**src/rtl/llc_mem_arbiter_pkg.sv**
```systemverilog
// Shared constants and types for the LLC-to-memory arbiter and its helpers.
// Field widths match the existing LLC line/address/hprot types.
package llc_mem_arbiter_pkg;

    localparam int LLC_NUM_BANKS = 4;
    localparam int LLC_BANK_BITS = $clog2(LLC_NUM_BANKS);
    localparam int LLC_ADDR_W    = 32;
    localparam int LLC_LINE_W    = 128;
    localparam int LLC_HPROT_W   = 2;

    typedef logic [LLC_ADDR_W-1:0]  line_addr_t;
    typedef logic [LLC_LINE_W-1:0]  line_t;
    typedef logic [LLC_HPROT_W-1:0] hprot_t;

    typedef enum logic [1:0] {
        ARB_IDLE     = 2'd0,
        ARB_ISSUE    = 2'd1,
        ARB_WAIT_RSP = 2'd2
    } arb_state_t;

    // Index width that stays at least one bit wide for a single-bank build.
    function automatic int bank_bits(input int n);
        return (n > 1) ? $clog2(n) : 1;
    endfunction

endpackage

```
**src/rtl/llc_rr_picker.sv**
```systemverilog
// Combinational cyclic priority encoder: first set bit of i_valid at or after i_ptr.
// N must be a power of two so index arithmetic wraps naturally.
module llc_rr_picker #(
    parameter int N  = 4,
    parameter int BW = 2
) (
    input  logic [N-1:0]  i_valid,
    input  logic [BW-1:0] i_ptr,
    output logic [BW-1:0] o_winner,
    output logic          o_any
);

    logic [BW-1:0] w_idx;

    always_comb begin
        o_winner = '0;
        o_any    = 1'b0;
        w_idx    = '0;
        // Walk backwards so the candidate closest to i_ptr is written last.
        for (int k = N - 1; k >= 0; k--) begin
            w_idx = i_ptr + BW'(k);
            if (i_valid[w_idx]) begin
                o_winner = w_idx;
                o_any    = 1'b1;
            end
        end
    end

endmodule

```
**src/rtl/llc_mem_arbiter.sv**
```systemverilog
// Round-robin arbiter sharing one memory port among the LLC banks, one transaction in flight.
// state    | meaning
// IDLE     | waiting for any bank request; winner's ready is raised
// ISSUE    | latched request presented on mem_req_* until accepted
// WAIT_RSP | read data routed to the granted bank until it accepts
module llc_mem_arbiter
    import llc_mem_arbiter_pkg::*;
#(
    parameter int NUM_BANKS = LLC_NUM_BANKS,
    parameter int BANK_W    = bank_bits(NUM_BANKS),
    parameter int ADDR_W    = LLC_ADDR_W,
    parameter int LINE_W    = LLC_LINE_W,
    parameter int HPROT_W   = LLC_HPROT_W,
    parameter int CNT_W     = 16
) (
    input  logic                           clk,
    input  logic                           rst,
    input  logic [NUM_BANKS-1:0]           bank_req_valid,
    output logic [NUM_BANKS-1:0]           bank_req_ready,
    input  logic [NUM_BANKS-1:0]           bank_req_hwrite,
    input  logic [NUM_BANKS*ADDR_W-1:0]    bank_req_addr,
    input  logic [NUM_BANKS*HPROT_W-1:0]   bank_req_hprot,
    input  logic [NUM_BANKS*LINE_W-1:0]    bank_req_line,
    output logic [NUM_BANKS-1:0]           bank_rsp_valid,
    input  logic [NUM_BANKS-1:0]           bank_rsp_ready,
    output logic [LINE_W-1:0]              bank_rsp_line,
    output logic                           mem_req_valid,
    input  logic                           mem_req_ready,
    output logic                           mem_req_hwrite,
    output logic [ADDR_W-1:0]              mem_req_addr,
    output logic [HPROT_W-1:0]             mem_req_hprot,
    output logic [LINE_W-1:0]              mem_req_line,
    input  logic                           mem_rsp_valid,
    output logic                           mem_rsp_ready,
    input  logic [LINE_W-1:0]              mem_rsp_line,
    output logic [CNT_W-1:0]               rd_count,
    output logic [CNT_W-1:0]               wr_count
);

    arb_state_t          r_state, w_state_nxt;
    logic [BANK_W-1:0]   r_grant_id, r_rr_ptr, w_winner, w_ptr_nxt;
    logic                w_any_valid;
    logic                r_hwrite;
    logic [ADDR_W-1:0]   r_addr;
    logic [HPROT_W-1:0]  r_hprot;
    logic [LINE_W-1:0]   r_line;
    logic [CNT_W-1:0]    r_rd_count, r_wr_count;
    logic                w_accept, w_issue_done, w_rsp_done;

    llc_rr_picker #(
        .N  (NUM_BANKS),
        .BW (BANK_W)
    ) u_picker (
        .i_valid  (bank_req_valid),
        .i_ptr    (r_rr_ptr),
        .o_winner (w_winner),
        .o_any    (w_any_valid)
    );

    assign w_ptr_nxt = (r_grant_id == BANK_W'(NUM_BANKS - 1)) ? '0 : r_grant_id + 1'b1;

    always_ff @(posedge clk or negedge rst) begin
        if (!rst) begin
            r_state <= ARB_IDLE;
        end else begin
            r_state <= w_state_nxt;
        end
    end

    always_comb begin
        w_state_nxt    = r_state;
        bank_req_ready = '0;
        bank_rsp_valid = '0;
        bank_rsp_line  = '0;
        mem_req_valid  = 1'b0;
        mem_rsp_ready  = 1'b0;
        w_accept       = 1'b0;
        w_issue_done   = 1'b0;
        w_rsp_done     = 1'b0;
        case (r_state)
            ARB_IDLE: begin
                bank_req_ready[w_winner] = w_any_valid;
                if (w_any_valid) begin
                    w_accept    = 1'b1;
                    w_state_nxt = ARB_ISSUE;
                end
            end
            ARB_ISSUE: begin
                mem_req_valid = 1'b1;
                if (mem_req_ready) begin
                    w_issue_done = 1'b1;
                    w_state_nxt  = r_hwrite ? ARB_IDLE : ARB_WAIT_RSP;
                end
            end
            ARB_WAIT_RSP: begin
                bank_rsp_valid[r_grant_id] = mem_rsp_valid;
                mem_rsp_ready              = bank_rsp_ready[r_grant_id];
                bank_rsp_line              = mem_rsp_line;
                if (mem_rsp_valid && bank_rsp_ready[r_grant_id]) begin
                    w_rsp_done  = 1'b1;
                    w_state_nxt = ARB_IDLE;
                end
            end
            default: w_state_nxt = ARB_IDLE;
        endcase
    end

    always_ff @(posedge clk or negedge rst) begin
        if (!rst) begin
            r_grant_id <= '0;
            r_rr_ptr   <= '0;
            r_hwrite   <= 1'b0;
            r_addr     <= '0;
            r_hprot    <= '0;
            r_line     <= '0;
            r_rd_count <= '0;
            r_wr_count <= '0;
        end else begin
            if (w_accept) begin
                r_grant_id <= w_winner;
                r_hwrite   <= bank_req_hwrite[w_winner];
                r_addr     <= bank_req_addr[int'(w_winner)*ADDR_W +: ADDR_W];
                r_hprot    <= bank_req_hprot[int'(w_winner)*HPROT_W +: HPROT_W];
                r_line     <= bank_req_line[int'(w_winner)*LINE_W +: LINE_W];
            end
            // A write completes at the memory handshake; a read only after its response.
            if (w_issue_done) begin
                if (r_hwrite) begin
                    r_rr_ptr <= w_ptr_nxt;
                    if (r_wr_count != '1) r_wr_count <= r_wr_count + 1'b1;
                end else begin
                    if (r_rd_count != '1) r_rd_count <= r_rd_count + 1'b1;
                end
            end
            if (w_rsp_done) begin
                r_rr_ptr <= w_ptr_nxt;
            end
        end
    end

    assign mem_req_hwrite = r_hwrite;
    assign mem_req_addr   = r_addr;
    assign mem_req_hprot  = r_hprot;
    assign mem_req_line   = r_line;
    assign rd_count       = r_rd_count;
    assign wr_count       = r_wr_count;

endmodule

```
**config.mk**
```make
export PLATFORM = sky130hd
export DESIGN_NAME = llc_mem_arbiter
export DESIGN_NICKNAME = d
export VERILOG_FILES = /design/src/rtl/llc_mem_arbiter_pkg.sv /design/src/rtl/llc_rr_picker.sv /design/src/rtl/llc_mem_arbiter.sv
export SDC_FILE = /design/constraint.sdc
export NUM_CORES = 1
export LEC_CHECK = 0
export BUFFER_PORTS_ARGS = -buffer_cell sky130_fd_sc_hd__buf_2
export CAP_MARGIN = 20
export CORE_AREA = 5 5 432 434
export DETAILED_ROUTE_END_ITERATION = 10
export DIE_AREA = 0 0 437 439
export GPL_TIMING_DRIVEN = 0
export HOLD_SLACK_MARGIN = 0.15
export PLACE_DENSITY = 0.3
export SLEW_MARGIN = 0
export SYNTH_ARGS = -nofsm -noshare
export SYNTH_HDL_FRONTEND = slang
export SYNTH_SLANG_ARGS = --single-unit
```
**constraint.sdc**
```tcl
create_clock -name clk -period 2.55 [get_ports clk]
set_input_delay 0.51 -clock clk [delete_from_list [all_inputs] [get_ports clk]]
set_output_delay 0.51 -clock clk [all_outputs]
set_load 0.03 [all_outputs]
```
After elaboration in Yosys (flattened, before gate mapping)
Index checks and enable logic that the tools add are counted.
W data, S select, Z words.
{ "totals": {"ff_bits": 201, "in_bits": 792, "word_cells": 91} }
{ "classes": {"n_addsub": 6, "n_lt_le_gt_ge": 8, "n_eq_ne": 8, "n_shift": 3, "muxes": 44, "bitwise_logic": 3, "n_reduce_logical": 10} }
{ "ops": {"columns": ["operator", "n"], "rows": [
  ["$shiftx A512 B10 Y128", 1],
  ["$mux W128", 1],
  ["$shiftx A128 B8 Y32", 1],
  ["$add A16 B1 Y16 const B", 2],
  ["$ne A16 B16 Y1 const B", 2],
  ["$mux W2", 12],
  ["$mux W1", 20],
  ["$lt A2 B3 Y1 const B", 6],
  ["$bmux W1 S2", 6],
  ["$reduce_and A3 Y1", 3],
  ["$and A4 B4 Y4", 2],
  ["$mux W4", 2],
  ["$shiftx A8 B4 Y2", 1],
  ["$ne A2 B2 Y1 const B", 3],
  ["$pmux W2 S3", 1],
  ["$add A2 B1 Y2 const B", 2],
  ["$add A2 B2 Y2 const B", 2],
  ["$demux W1 S2", 2],
  ["$eq A2 B2 Y1 const B", 2],
  ["$ge A2 B1 Y1 const B", 2],
  ["$reduce_bool A2 Y1", 2],
  ["$logic_and A1 B1 Y1", 3],
  ["$eq A2 B1 Y1 const B", 1],
  ["$logic_not A2 Y1", 1],
  ["other kinds (2)", 2]
]} }

Logic depth before layout (Yosys ltp)
Gate-level depths: netlist of run 1.
{ "depth": {"depth_word": 13, "mapped_depth": 8} }

Modules after synthesis
From an unflattened synthesis of run 1, not the netlist that was laid out.
{ "unflattened": {"hier_cells": 896, "hier_area_um2": 12966.2} }
{ "modules_own_cells": {"columns": ["mod", "instances", "cells_each", "area_each_um2", "seq_area_each_um2"], "rows": [
  ["llc_mem_arbiter", 1, 883, 12888.6, 5029.8],
  ["llc_rr_picker", 1, 13, 77.6, 0.0]
]} }

Worst setup path after synthesis of run 1
No wires, ideal clock.
{ "synth_timing": {"path_kind": "in2out", "from": "input port bank_req_valid[1]", "to": "output port bank_req_ready[3]", "arrival_time_ns": 2.179, "t_required_ns": 2.040, "setup_slack_ns": -0.139, "path_stages": 7, "path_buffers": 3, "path_cell_list": "a21boi_0 -> o221a_1 -> buf_4 -> buf_6 -> buf_2 -> nand2_1 -> nor3_1"} }
{ "synth_via": {"elab_chain_cells": 12, "elab_cells_between_ends": 23, "cone_classes": "2 x order compare; 19 x mux; 1 x bitwise; 1 x reduce/logical"} }
{ "synth_rtl": {"columns": ["item", "line", "source"], "rows": [
  ["from (decl)", "llc_mem_arbiter.sv:18", "input logic [NUM_BANKS-1:0] bank_req_valid,"],
  ["$bmux W1 S2", "llc_rr_picker.sv:22", "if (i_valid[w_idx]) begin"],
  ["$mux W1 (not written as such)", "llc_rr_picker.sv:22", null],
  ["$mux W2 (4 in a row)", "llc_rr_picker.sv:22", null],
  ["$lt A2 B3 Y1 (not written as such) / $ge A2 B1 Y1 (equally long branches)", "llc_mem_arbiter.sv:82", "bank_req_ready[w_winner] = w_any_valid;"],
  ["$logic_and A1 B1 Y1 (not written as such)", "llc_mem_arbiter.sv:82", null],
  ["$mux W1 (not written as such)", "llc_mem_arbiter.sv:82", null],
  ["$demux W1 S2", "llc_mem_arbiter.sv:82", null],
  ["$and A4 B4 Y4 (no line) (*)", null, null],
  ["$mux W4 (*)", "llc_mem_arbiter.sv:80", "case (r_state)"],
  ["to (decl)", "llc_mem_arbiter.sv:19", "output logic [NUM_BANKS-1:0] bank_req_ready,"]
]} }
Every way passes the cells marked *; elsewhere a longest branch is shown, timed or not. The select of a mux whose other input is x is not followed.

Final worst setup path of run 1
{ "layout_timing": {"from": "register r_rr_ptr[1]", "to": "output port bank_req_ready[0]"} }
{ "layout_via": {"elab_chain_cells": 13, "elab_cells_between_ends": 26, "cone_classes": "3 x add/sub; 2 x order compare; 19 x mux; 1 x bitwise; 1 x reduce/logical"} }
{ "layout_rtl": {"columns": ["item", "line", "source"], "rows": [
  ["from (decl)", "llc_mem_arbiter.sv:41", "logic [BANK_W-1:0] r_grant_id, r_rr_ptr, w_winner, w_ptr_nxt;"],
  ["from (signal assigned)", "llc_mem_arbiter.sv:129", "r_rr_ptr <= w_ptr_nxt;"],
  ["from (signal assigned)", "llc_mem_arbiter.sv:136", "r_rr_ptr <= w_ptr_nxt;"],
  ["$add A2 B2 Y2", "llc_rr_picker.sv:21", "w_idx = i_ptr + BW'(k);"],
  ["$bmux W1 S2", "llc_rr_picker.sv:22", null],
  ["$mux W1 (not written as such)", "llc_rr_picker.sv:22", null],
  ["$mux W2 (4 in a row)", "llc_rr_picker.sv:22", null],
  ["$lt A2 B3 Y1 (not written as such) / $ge A2 B1 Y1 (equally long branches)", "llc_mem_arbiter.sv:82", null],
  ["$logic_and A1 B1 Y1 (not written as such)", "llc_mem_arbiter.sv:82", null],
  ["$mux W1 (not written as such)", "llc_mem_arbiter.sv:82", null],
  ["$demux W1 S2", "llc_mem_arbiter.sv:82", null],
  ["$and A4 B4 Y4 (no line) (*)", null, null],
  ["$mux W4 (*)", "llc_mem_arbiter.sv:80", null]
]} }
Marks and branches as above.

==> results of run 1 <==
## worst max-delay path: cells and delay by family (launching register included)
family / cells / cell delay (ps)
buffers and inverters: 4 / 600
DFF: 1 / 510
AOI/OAI and AO/OA: 2 / 350
and+or+nand+nor: 1 / 90
## cells by family after synthesis
kind of cell,after synthesis,synth area share
flip-flops,201,0.382
AO/OA/AOI/OAI,510,0.244
adder cells (fa/ha/maj),6,0.00571
multiplexers,6,0.00628
buffers and inverters,147,0.0619
AND/OR/NAND/NOR,864,0.281
XOR/XNOR,27,0.0180
## how the worst max path moves through the flow
stage	endpoint	slack [ps]	startpoint
finish	bank_req_ready[0]	-100	r_rr_ptr[1]$_DFFE_PN0P_
global route	bank_req_ready[2]	-210	r_rr_ptr[1]$_DFFE_PN0P_
CTS	bank_req_ready[2]	-310	r_rr_ptr[1]$_DFFE_PN0P_
detailed placement	mem_req_line[10]$_DFFE_PN0P_	-1470	bank_req_valid[3]
global placement	r_grant_id[1]$_DFFE_PN0P_	-3770	rst
floorplan	bank_req_ready[1]	10	bank_req_valid[1]
## layout make-up
type / count / area (um^2) / share of cell area
antenna: 20 / 50.0 / 0.00203
clock buffer: 53 / 1050 / 0.0423
sequential: 201 / 5040 / 0.204
timing repair buffer: 1164 / 6610 / 0.268
tap: 2385 / 2980 / 0.121
multi-input combinational: 1413 / 7700 / 0.312
clock inverter: 8 / 121 / 0.00491
buffer: 136 / 1130 / 0.0458
inverter: 5 / 18.8 / 0.000760
## per-layer routing
| layer | routed length (um) | vias up | part of all wire | track usage |
|---|---|---|---|---|
| met5 | 191 | - | 0.0013 | 0 |
| met4 | 2180 | 28 | 0.015 | 0.0227 |
| met3 | 13800 | 129 | 0.094 | 0.0583 |
| met2 | 72000 | 667 | 0.49 | 0.249 |
| met1 | 57800 | 8956 | 0.40 | 0.170 |
| li1 | - | 8403 | - | - |
## repair_timing
action | CTS | global route
endpoints found under the hold margin | 39 | 0
pin swaps | 26 | 13
resized for setup | 355 | 107
setup endpoints to repair | 300 | 177
setup buffers | 16 | 10
gates cloned | 8 | 1
hold buffers | 2 | 0
## stage by stage
stage               total power [mW]  instances
finish                          28.6       5385
CTS                             29.3       5360
global placement                22.7       5270
floorplan                       14.1       1761
detailed placement              22.7       5275
global route                    30.6       5368
## flip-flops by register name, summed over array words and instances, names as in the netlist
signal	flops
r_grant_id	2
mem_req_hwrite	1
mem_req_hprot	2
r_rr_ptr	2
r_state	2
mem_req_addr	32
rd_count	16
mem_req_line	128
wr_count	16
## cell usage in the layout, fill, tap and decap left out, types with 27 or more instances in the layout
cell,netlist,layout
buf_8,0,27
dfrtp_1,201,196
nand2_1,670,669
buf_6,19,81
buf_4,9,63
a21oi_1,328,303
and2_4,0,53
a211o_1,163,163
buf_2,69,1070
clkbuf_16,0,41
and2_1,130,76
## where the power goes
part | switching [mW] | internal [mW]
registers | 1.10 | 4.58
clock network | 2.01 | 3.12
logic | 12.3 | 5.50
total | 15.4 | 13.2
==> qor.yml, run 1 <==
critical_path:
  path_cells: "buf_4 -> o21ba_2 -> o21ai_2 -> buf_6 -> buf_6 -> nor2_2 -> buf_6"
  worst-path-max-fanout: 10
  cp_common_cell: "buf_6"
  r2r_end: "mem_req_addr[18]$_DFFE_PN0P_"
  max_stage_delay_ps: 510
  slowest_stage: "dfrtp_2"
  worstPathArrival_ps: 2140
  cp.required_ps: 2040
  regToRegStartpoint: "r_rr_ptr[1]$_DFFE_PN0P_"
  path_class: "reg -> out"
  end_kind: "primary output"
  r2r_cells: 9
  startpoint_type: "flop"
  r2r_slack_ps: 50
floorplan:
  io_pins: 1125
  die_x_um: 437
  die_y_um: 439
  die_area_mm2: 0.192
  rows: 157
  initial_core_util: 0.0722
  placeableCoreArea_mm2: 0.182
min_path:
  worstHoldEndpoint: "r_state[1]$_DFFE_PN0P_"
  min_path_type: "in -> reg"
  hold_path_depth: 4
  hp-start: "mem_rsp_valid"
grt:
  grt_pass1_vias: 19043
  grt_max_degree: 92
  grt_pass1_wl_mm: 185
  grt_util_all_layers: 0.144
  grt-ovfl-total: 0
  antenna_found_initial: 46
route:
  drt_first_pass_iters: 6
  drtAntennaViolNets: 0
  drt_iter0_drc: 1031
  postRouteWirelength_mm: 146
  vias: 18183
  drcViolationCount: 0
  drt-wirelength-per-cell_um: 27.1
  avgViaCountPerCell: 3.38
placed_design:
  hpwl_mm: 126
  place_area_mm2: 0.0219
  post-place-ws_ps: -1470
  port_buffers: 1124
  globalplace.congestion: 0.929
clocking:
  cts-root-buf: "clkbuf_16"
  numCtsBuffers: 35
  clk_latency_ps: 590
  clkSinkCount: 201
  cts_buffer_depth: 3
  h-tree-depth: 2
  cts_tree: "done"
  cts.clk_slew.worst_paths_ps: 50
timing:
  timing.final.crit_period_ps: 2650
  setup_ws_ps: -104
  fmax_mhz: 377
  final-setup-viol-count: 4
  post-route-period-util: 1.04
  finalMaxSlewViolations: 0
  setup_tns_ps: -344
  maxSlewHeadroom: 0.372
  fin_skew_ps: 34.8
  hold_viol: 0
  worst_pin_slew_ps: 943
  whs_ps: 266
  rsz0062_at_grt: "true"
logic_synthesis:
  yosysMostFrequentCell: "nand2_1"
  yosysTopAreaCell: "dfrtp_1"
  ys.flop_type: "dfrtp_1"
  yosysTopAreaCellShare: 0.382
  synthArstFlopShare: 1.00
  yosys-top-cells-area: "dfrtp_1 (38%), nand2_1 (19%), a21oi_1 (12%)"
  netlist_instances: 1761
  synth.distinct_cells: 45
  postSynthAreaPerCell_um2: 7.47
  synthesis.nets: 2559
  synth_area_mm2: 0.0132
  synth_warnings: 0
  synth_enable_flop_cells: 0
  seq_area_frac_synth: 0.382
  synth_seq_cells: 201
  synth_common_cells: "nand2_1 (670), a21oi_1 (328), dfrtp_1 (201), a211o_1 (163), and2_1 (130)"
job:
  drv_cap: 0
final_layout:
  fillers: 21325
  syn_to_final_growth_pct: 87.7
  design_area_mm2: 0.0247
  fin_nets: 3754
  drive_above_1_share: 0.483
  utilization: 0.136
pwr:
  power_per_cell_area_mw_per_mm2: 1160
  p_leak_nw: 12.9
  peakVddDrop_uv: 439
status:
  violations: "negative setup slack"
  status: "finished, violations left"
No activity file was read; power rests on OpenSTA's default activity.
==> inputs of run 2 (changes only) <==
--- a/config.mk
+++ b/config.mk
@@ -13,6 +13,7 @@
 export GPL_TIMING_DRIVEN = 0
 export HOLD_SLACK_MARGIN = 0.15
 export PLACE_DENSITY = 0.3
+export SETUP_SLACK_MARGIN = 0.1
 export SLEW_MARGIN = 0
 export SYNTH_ARGS = -nofsm -noshare
 export SYNTH_HDL_FRONTEND = slang
==> qor.yml, run 2 (synthesis gave the netlist of run 1 again) <==
job:
  drv_cap: 0  # unchanged
clocking:
  cts.clk_slew.worst_paths_ps: 60  # was 50 ps
  clkSinkCount: 201  # unchanged
  h-tree-depth: 2  # unchanged
  cts_tree: "done"  # unchanged
  clk_latency_ps: 580  # was 590 ps
  cts-root-buf: "clkbuf_16"  # unchanged
  cts_buffer_depth: 3  # unchanged
  numCtsBuffers: 34  # was 35
floorplan:
  die_y_um: 439  # unchanged
  initial_core_util: 0.0722  # unchanged
  placeableCoreArea_mm2: 0.182  # unchanged
  die_x_um: 437  # unchanged
  rows: 157  # unchanged
  io_pins: 1125  # unchanged
  die_area_mm2: 0.192  # unchanged
critical_path:
  cp.required_ps: 2040  # about the same
  startpoint_type: "flop"  # unchanged
  worstPathArrival_ps: 2320  # was 2140 ps
  path_class: "reg -> out"  # unchanged
  worst-path-max-fanout: 7  # was 10
  r2r_slack_ps: 30  # was 50 ps
  end_kind: "primary output"  # unchanged
route:
  vias: 18711  # was 18,183
  postRouteWirelength_mm: 153  # was 146 mm
  drcViolationCount: 0  # unchanged
  drt_first_pass_iters: 5  # was 6
  drtAntennaViolNets: 0  # unchanged
  drt_iter0_drc: 1304  # was 1,031
  drt-wirelength-per-cell_um: 28.2  # was 27.1 um
  avgViaCountPerCell: 3.45  # was 3.38
pwr:
  peakVddDrop_uv: 467  # was 439 uV
  power.total_mw: 29.4  # was 28.6 mW
  p_leak_nw: 13.1  # was 12.9 nW
  power_per_cell_area_mw_per_mm2: 1140  # was 1160 mW/mm^2
status:
  status: "finished, violations left"  # unchanged
  violations: "negative setup slack"  # unchanged
timing:
  setup_ws_ps: -277  # was -104 ps
  finalMaxSlewViolations: 0  # unchanged
  rsz0062_at_grt: "true"  # unchanged
  final-setup-viol-count: 51  # was 4
  post-route-period-util: 1.11  # was 1.04
  fin_skew_ps: 24.1  # was 34.8 ps
  hold_viol: 0  # unchanged
  timing.final.crit_period_ps: 2830  # was 2650 ps
  maxSlewHeadroom: 0.402  # was 0.372
  fmax_mhz: 354  # was 377 MHz
  worst_pin_slew_ps: 897  # was 943 ps
final_layout:
  fillers: 21221  # was 21,325
  largest_reg_flops: 128  # unchanged
  final_cell_mix: "buf_2 (1,015), nand2_1 (663), a21oi_1 (286), dfrtp_1 (196), a211o_1 (163)"  # was buf_2 (1,070), nand2_1 (669), a21oi_1 (303), dfrtp_1 (196), a211o_1 (163)
  finalNonFillerCells: 5421  # was 5,385
  utilization: 0.141  # was 0.136
  mostFrequentLayoutCell: "buf_2"  # unchanged
  drive_above_1_share: 0.517  # was 0.483
  design_area_mm2: 0.0257  # was 0.0247 mm^2
  fin_nets: 3766  # was 3,754
  syn_to_final_growth_pct: 95.4  # was 87.7%
placed_design:
  globalplace.congestion: 0.950  # was 0.929
  post-place-ws_ps: -1970  # was -1470 ps
  port_buffers: 1124  # unchanged
  place_area_mm2: 0.0218  # was 0.0219 mm^2
  hpwl_mm: 132  # was 126 mm
  post-place-cells: 5272  # was 5,275
grt:
  antenna_found_initial: 96  # was 46
  grt_pass1_wl_mm: 192  # was 185 mm
  grt-ovfl-total: 0  # unchanged
  grt_max_degree: 86  # was 92
  grt_util_all_layers: 0.150  # was 0.144
  grt_pass1_vias: 19095  # was 19,043
min_path:
  min_path_type: "in -> reg"  # unchanged
[run 2: cell types whose count changed in the layout (fill, tap and decap cells not counted), moves of 12 or more]
cell	delta
buf_6	+78
diode_2	+23
and2_4	+68
a21oi_1	-17
buf_4	-12
a21oi_2	+20
buf_2	-55
and2_1	-67
[run 2: area by class of cell]
cell class,count,area [um^2],area share
multi-input cells,1413,7970,0.310
repair buffers,1173,7160,0.278
flip-flops and latches,201,5040,0.196
well taps,2385,2980,0.116
plain buffers,140,1220,0.0475
clock buffers,51,1040,0.0404
clock inverters,10,180,0.00701
diodes,43,108,0.00418
inverters,5,18.8,0.000730
[run 2: final timing paths]
| check | from | end | cells after the start |
|---|---|---|---|
| max reg2reg | r_rr_ptr[1]$_DFFE_PN0P_ | mem_req_line[21]$_DFFE_PN0P_ | 9 |
| min | bank_req_line[249] | mem_req_line[121]$_DFFE_PN0P_ | 4 |
| max in group asynchronous | rst | mem_req_line[28]$_DFFE_PN0P_ | 3 |
| min reg2reg | mem_req_line[9]$_DFFE_PN0P_ | mem_req_line[9]$_DFFE_PN0P_ | 1 |
| max | r_rr_ptr[1]$_DFFE_PN0P_ | bank_req_ready[1] | 8 |
| min in group asynchronous | rst | mem_req_line[104]$_DFFE_PN0P_ | 2 |
[run 2: worst max-delay path, stage by stage (launching register included)]
cell	delay, ps
dfrtp_2	480
mux2_4	330
o221a_1	220
buf_6	140
buf_12	140
buf_12	140
nand2_8	80
a21oi_2	40
buf_6	150
[run 2: power by group]
group          switching [mW]  leakage [nW]  internal [mW]
registers                1.05          2.53           4.57
clock network            2.00         0.592           3.31
logic                    12.5          10.0           5.97
[run 2: per-layer routing]
metal	share of wire	up-vias	wire (um)	global-route usage
met5	0.0024	-	374	0
met4	0.019	56	2970	0.0284
met3	0.11	220	16100	0.0704
met2	0.50	800	76000	0.263
met1	0.38	9178	57300	0.167
li1	-	8457	-	-
[run 2: per-stage QoR]
stage	hold WS, ps	setup TNS [ps]
after floorplan	214	0
after global placement	465	-1013150
after detailed placement	421	-274530
after CTS	210	-6720
after global routing	259	-7850
final	285	-2720
[run 2: what timing repair did]
| action | CTS | global route |
|---|---|---|
| cloned | 10 | 4 |
| hold buffers | 2 | 0 |
| endpoints found under the setup margin | 302 | 236 |
| endpoints found under the hold margin | 35 | 0 |
| buffers inserted | 29 | 8 |
| pin swaps | 62 | 53 |
| resized for setup | 546 | 157 |
==> inputs of run 3 (changes only) <==
--- a/config.mk
+++ b/config.mk
@@ -12,7 +12,7 @@
 export DIE_AREA = 0 0 437 439
 export GPL_TIMING_DRIVEN = 0
 export HOLD_SLACK_MARGIN = 0.15
-export PLACE_DENSITY = 0.3
+export PLACE_DENSITY = 0.32
 export SETUP_SLACK_MARGIN = 0.1
 export SLEW_MARGIN = 0
 export SYNTH_ARGS = -nofsm -noshare
==> qor.yml, run 3 (synthesis gave the netlist of run 1 again) <==
clocking:
  cts_buffer_depth: 3  # unchanged
  cts-root-buf: "clkbuf_16"  # unchanged
  clkSinkCount: 201  # unchanged
  clk_latency_ps: 590  # was 580 ps
  cts_tree: "done"  # unchanged
  cts.clk_slew.worst_paths_ps: 60  # about the same
  numCtsBuffers: 35  # was 34
  h-tree-depth: 2  # unchanged
grt:
  grt_max_degree: 84  # was 86
  grt_pass1_vias: 18716  # was 19,095
  antenna_found_initial: 69  # was 96
  grt_pass1_wl_mm: 188  # was 192 mm
  grt_util_all_layers: 0.147  # was 0.150
  grt-ovfl-total: 0  # unchanged
critical_path:
  end_kind: "primary output"  # unchanged
  startpoint_type: "flop"  # unchanged
  cp.required_ps: 2040  # about the same
  path_class: "reg -> out"  # unchanged
  worstPathArrival_ps: 2330  # was 2320 ps
  worst-path-max-fanout: 8  # was 7
final_layout:
  fillers: 21194  # was 21,221
  drive_above_1_share: 0.516  # was 0.517
  design_area_mm2: 0.0257  # about the same
  largest_reg_flops: 128  # unchanged
  syn_to_final_growth_pct: 95.3  # was 95.4%
  finalNonFillerCells: 5399  # was 5,421
  fin_nets: 3766  # unchanged
  final_cell_mix: "buf_2 (1,013), nand2_1 (660), a21oi_1 (301), dfrtp_1 (196), a211o_1 (163)"  # was buf_2 (1,015), nand2_1 (663), a21oi_1 (286), dfrtp_1 (196), a211o_1 (163)
  mostFrequentLayoutCell: "buf_2"  # unchanged
route:
  drt_iter0_drc: 1142  # was 1,304
  drt_first_pass_iters: 6  # was 5
  vias: 18453  # was 18,711
  drtAntennaViolNets: 0  # unchanged
  drcViolationCount: 0  # unchanged
  drt-wirelength-per-cell_um: 27.8  # was 28.2 um
  postRouteWirelength_mm: 150  # was 153 mm
  avgViaCountPerCell: 3.42  # was 3.45
timing:
  hold_viol: 0  # unchanged
  whs_ps: 281  # was 285 ps
  fin_skew_ps: 18.9  # was 24.1 ps
  setup_ws_ps: -292  # was -277 ps
  rsz0062_at_grt: "true"  # unchanged
  finalMaxSlewViolations: 0  # unchanged
  maxSlewHeadroom: 0.409  # was 0.402
  worst_pin_slew_ps: 887  # was 897 ps
  timing.final.crit_period_ps: 2840  # was 2830 ps
  fmax_mhz: 352  # was 354 MHz
  post-route-period-util: 1.11  # about the same
  setup_tns_ps: -4480  # was -2720 ps
  final-setup-viol-count: 71  # was 51
floorplan:
  die_area_mm2: 0.192  # unchanged
  rows: 157  # unchanged
  die_x_um: 437  # unchanged
  initial_core_util: 0.0722  # unchanged
  placeableCoreArea_mm2: 0.182  # unchanged
  die_y_um: 439  # unchanged
  io_pins: 1125  # unchanged
pwr:
  p_leak_nw: 13.2  # was 13.1 nW
  power_per_cell_area_mw_per_mm2: 1140  # about the same
  power.total_mw: 29.4  # about the same
  peakVddDrop_uv: 436  # was 467 uV
placed_design:
  place_area_mm2: 0.0219  # was 0.0218 mm^2
  post-place-cells: 5274  # was 5,272
  port_buffers: 1124  # unchanged
  hpwl_mm: 130  # was 132 mm
  globalplace.congestion: 0.941  # was 0.950
status:
  violations: "negative setup slack"  # unchanged
  status: "finished, violations left"  # unchanged
job:
  drv_cap: 0  # unchanged
min_path:
  min_path_type: "in -> reg"  # unchanged
## run 3: report_power, final
group	internal, mW	total [mW]	switching, mW
clock network	2.97	4.95	1.98
logic	6.10	18.8	12.7
registers	4.58	5.63	1.06
total	13.6	29.4	15.7
## run 3: critical path, stage by stage, from the launching register on
cell	delay (ps)
dfrtp_2	510
mux2_4	350
o221a_1	220
buf_6	120
buf_12	120
buf_12	140
nand2_8	70
nor3_2	40
buf_4	170
## run 3: layout make-up
| type | count | area (um^2) | share of cell area |
|---|---|---|---|
| diodes | 22 | 55.1 | 0.00214 |
| plain buffers | 140 | 1300 | 0.0505 |
| clock buffers | 53 | 1070 | 0.0415 |
| clock inverters | 8 | 72.6 | 0.00282 |
| inverters | 5 | 18.8 | 0.000730 |
| multi-input cells | 1413 | 7930 | 0.308 |
| flip-flops and latches | 201 | 5040 | 0.196 |
| well taps | 2385 | 2980 | 0.116 |
| repair buffers | 1172 | 7240 | 0.282 |
## run 3: through the flow
step | utilization | worst slack, ps
after detailed placement | 0.120 | -1420
after floorplan | - | 97.2
final | 0.141 | -292
after CTS | 0.139 | -299
after global placement | 0.119 | -3900
after global routing | 0.141 | -350
## run 3: metal layers
metal / GRT usage / up-vias / share of wire
li1: - / 8444 / -
met1: 0.171 / 9010 / 0.39
met2: 0.254 / 788 / 0.49
met3: 0.0636 / 177 / 0.096
met4: 0.0285 / 34 / 0.019
met5: 0 / - / 0.0015
## run 3: worst paths after layout
path / to / slack, ps / from / cells past startpoint
worst max-delay path: bank_req_ready[3] / -290 / r_rr_ptr[1]$_DFFE_PN0P_ / 8
worst min-delay path: mem_req_line[4]$_DFFE_PN0P_ / 280 / bank_req_line[388] / 4
worst max register to register: mem_req_addr[25]$_DFFE_PN0P_ / 130 / r_rr_ptr[1]$_DFFE_PN0P_ / 9
worst min register to register: mem_req_line[81]$_DFFE_PN0P_ / 480 / mem_req_line[81]$_DFFE_PN0P_ / 1
max in group asynchronous: mem_req_line[32]$_DFFE_PN0P_ / 680 / rst / 4
min in group asynchronous: mem_req_line[121]$_DFFE_PN0P_ / 460 / rst / 2
## run 3: timing repair
action	CTS	global route
setup endpoints to repair	301	215
endpoints found under the hold margin	64	0
setup buffers	24	8
gates resized for setup	627	120
gates cloned	11	3
hold buffers	2	0
pin swaps	82	43
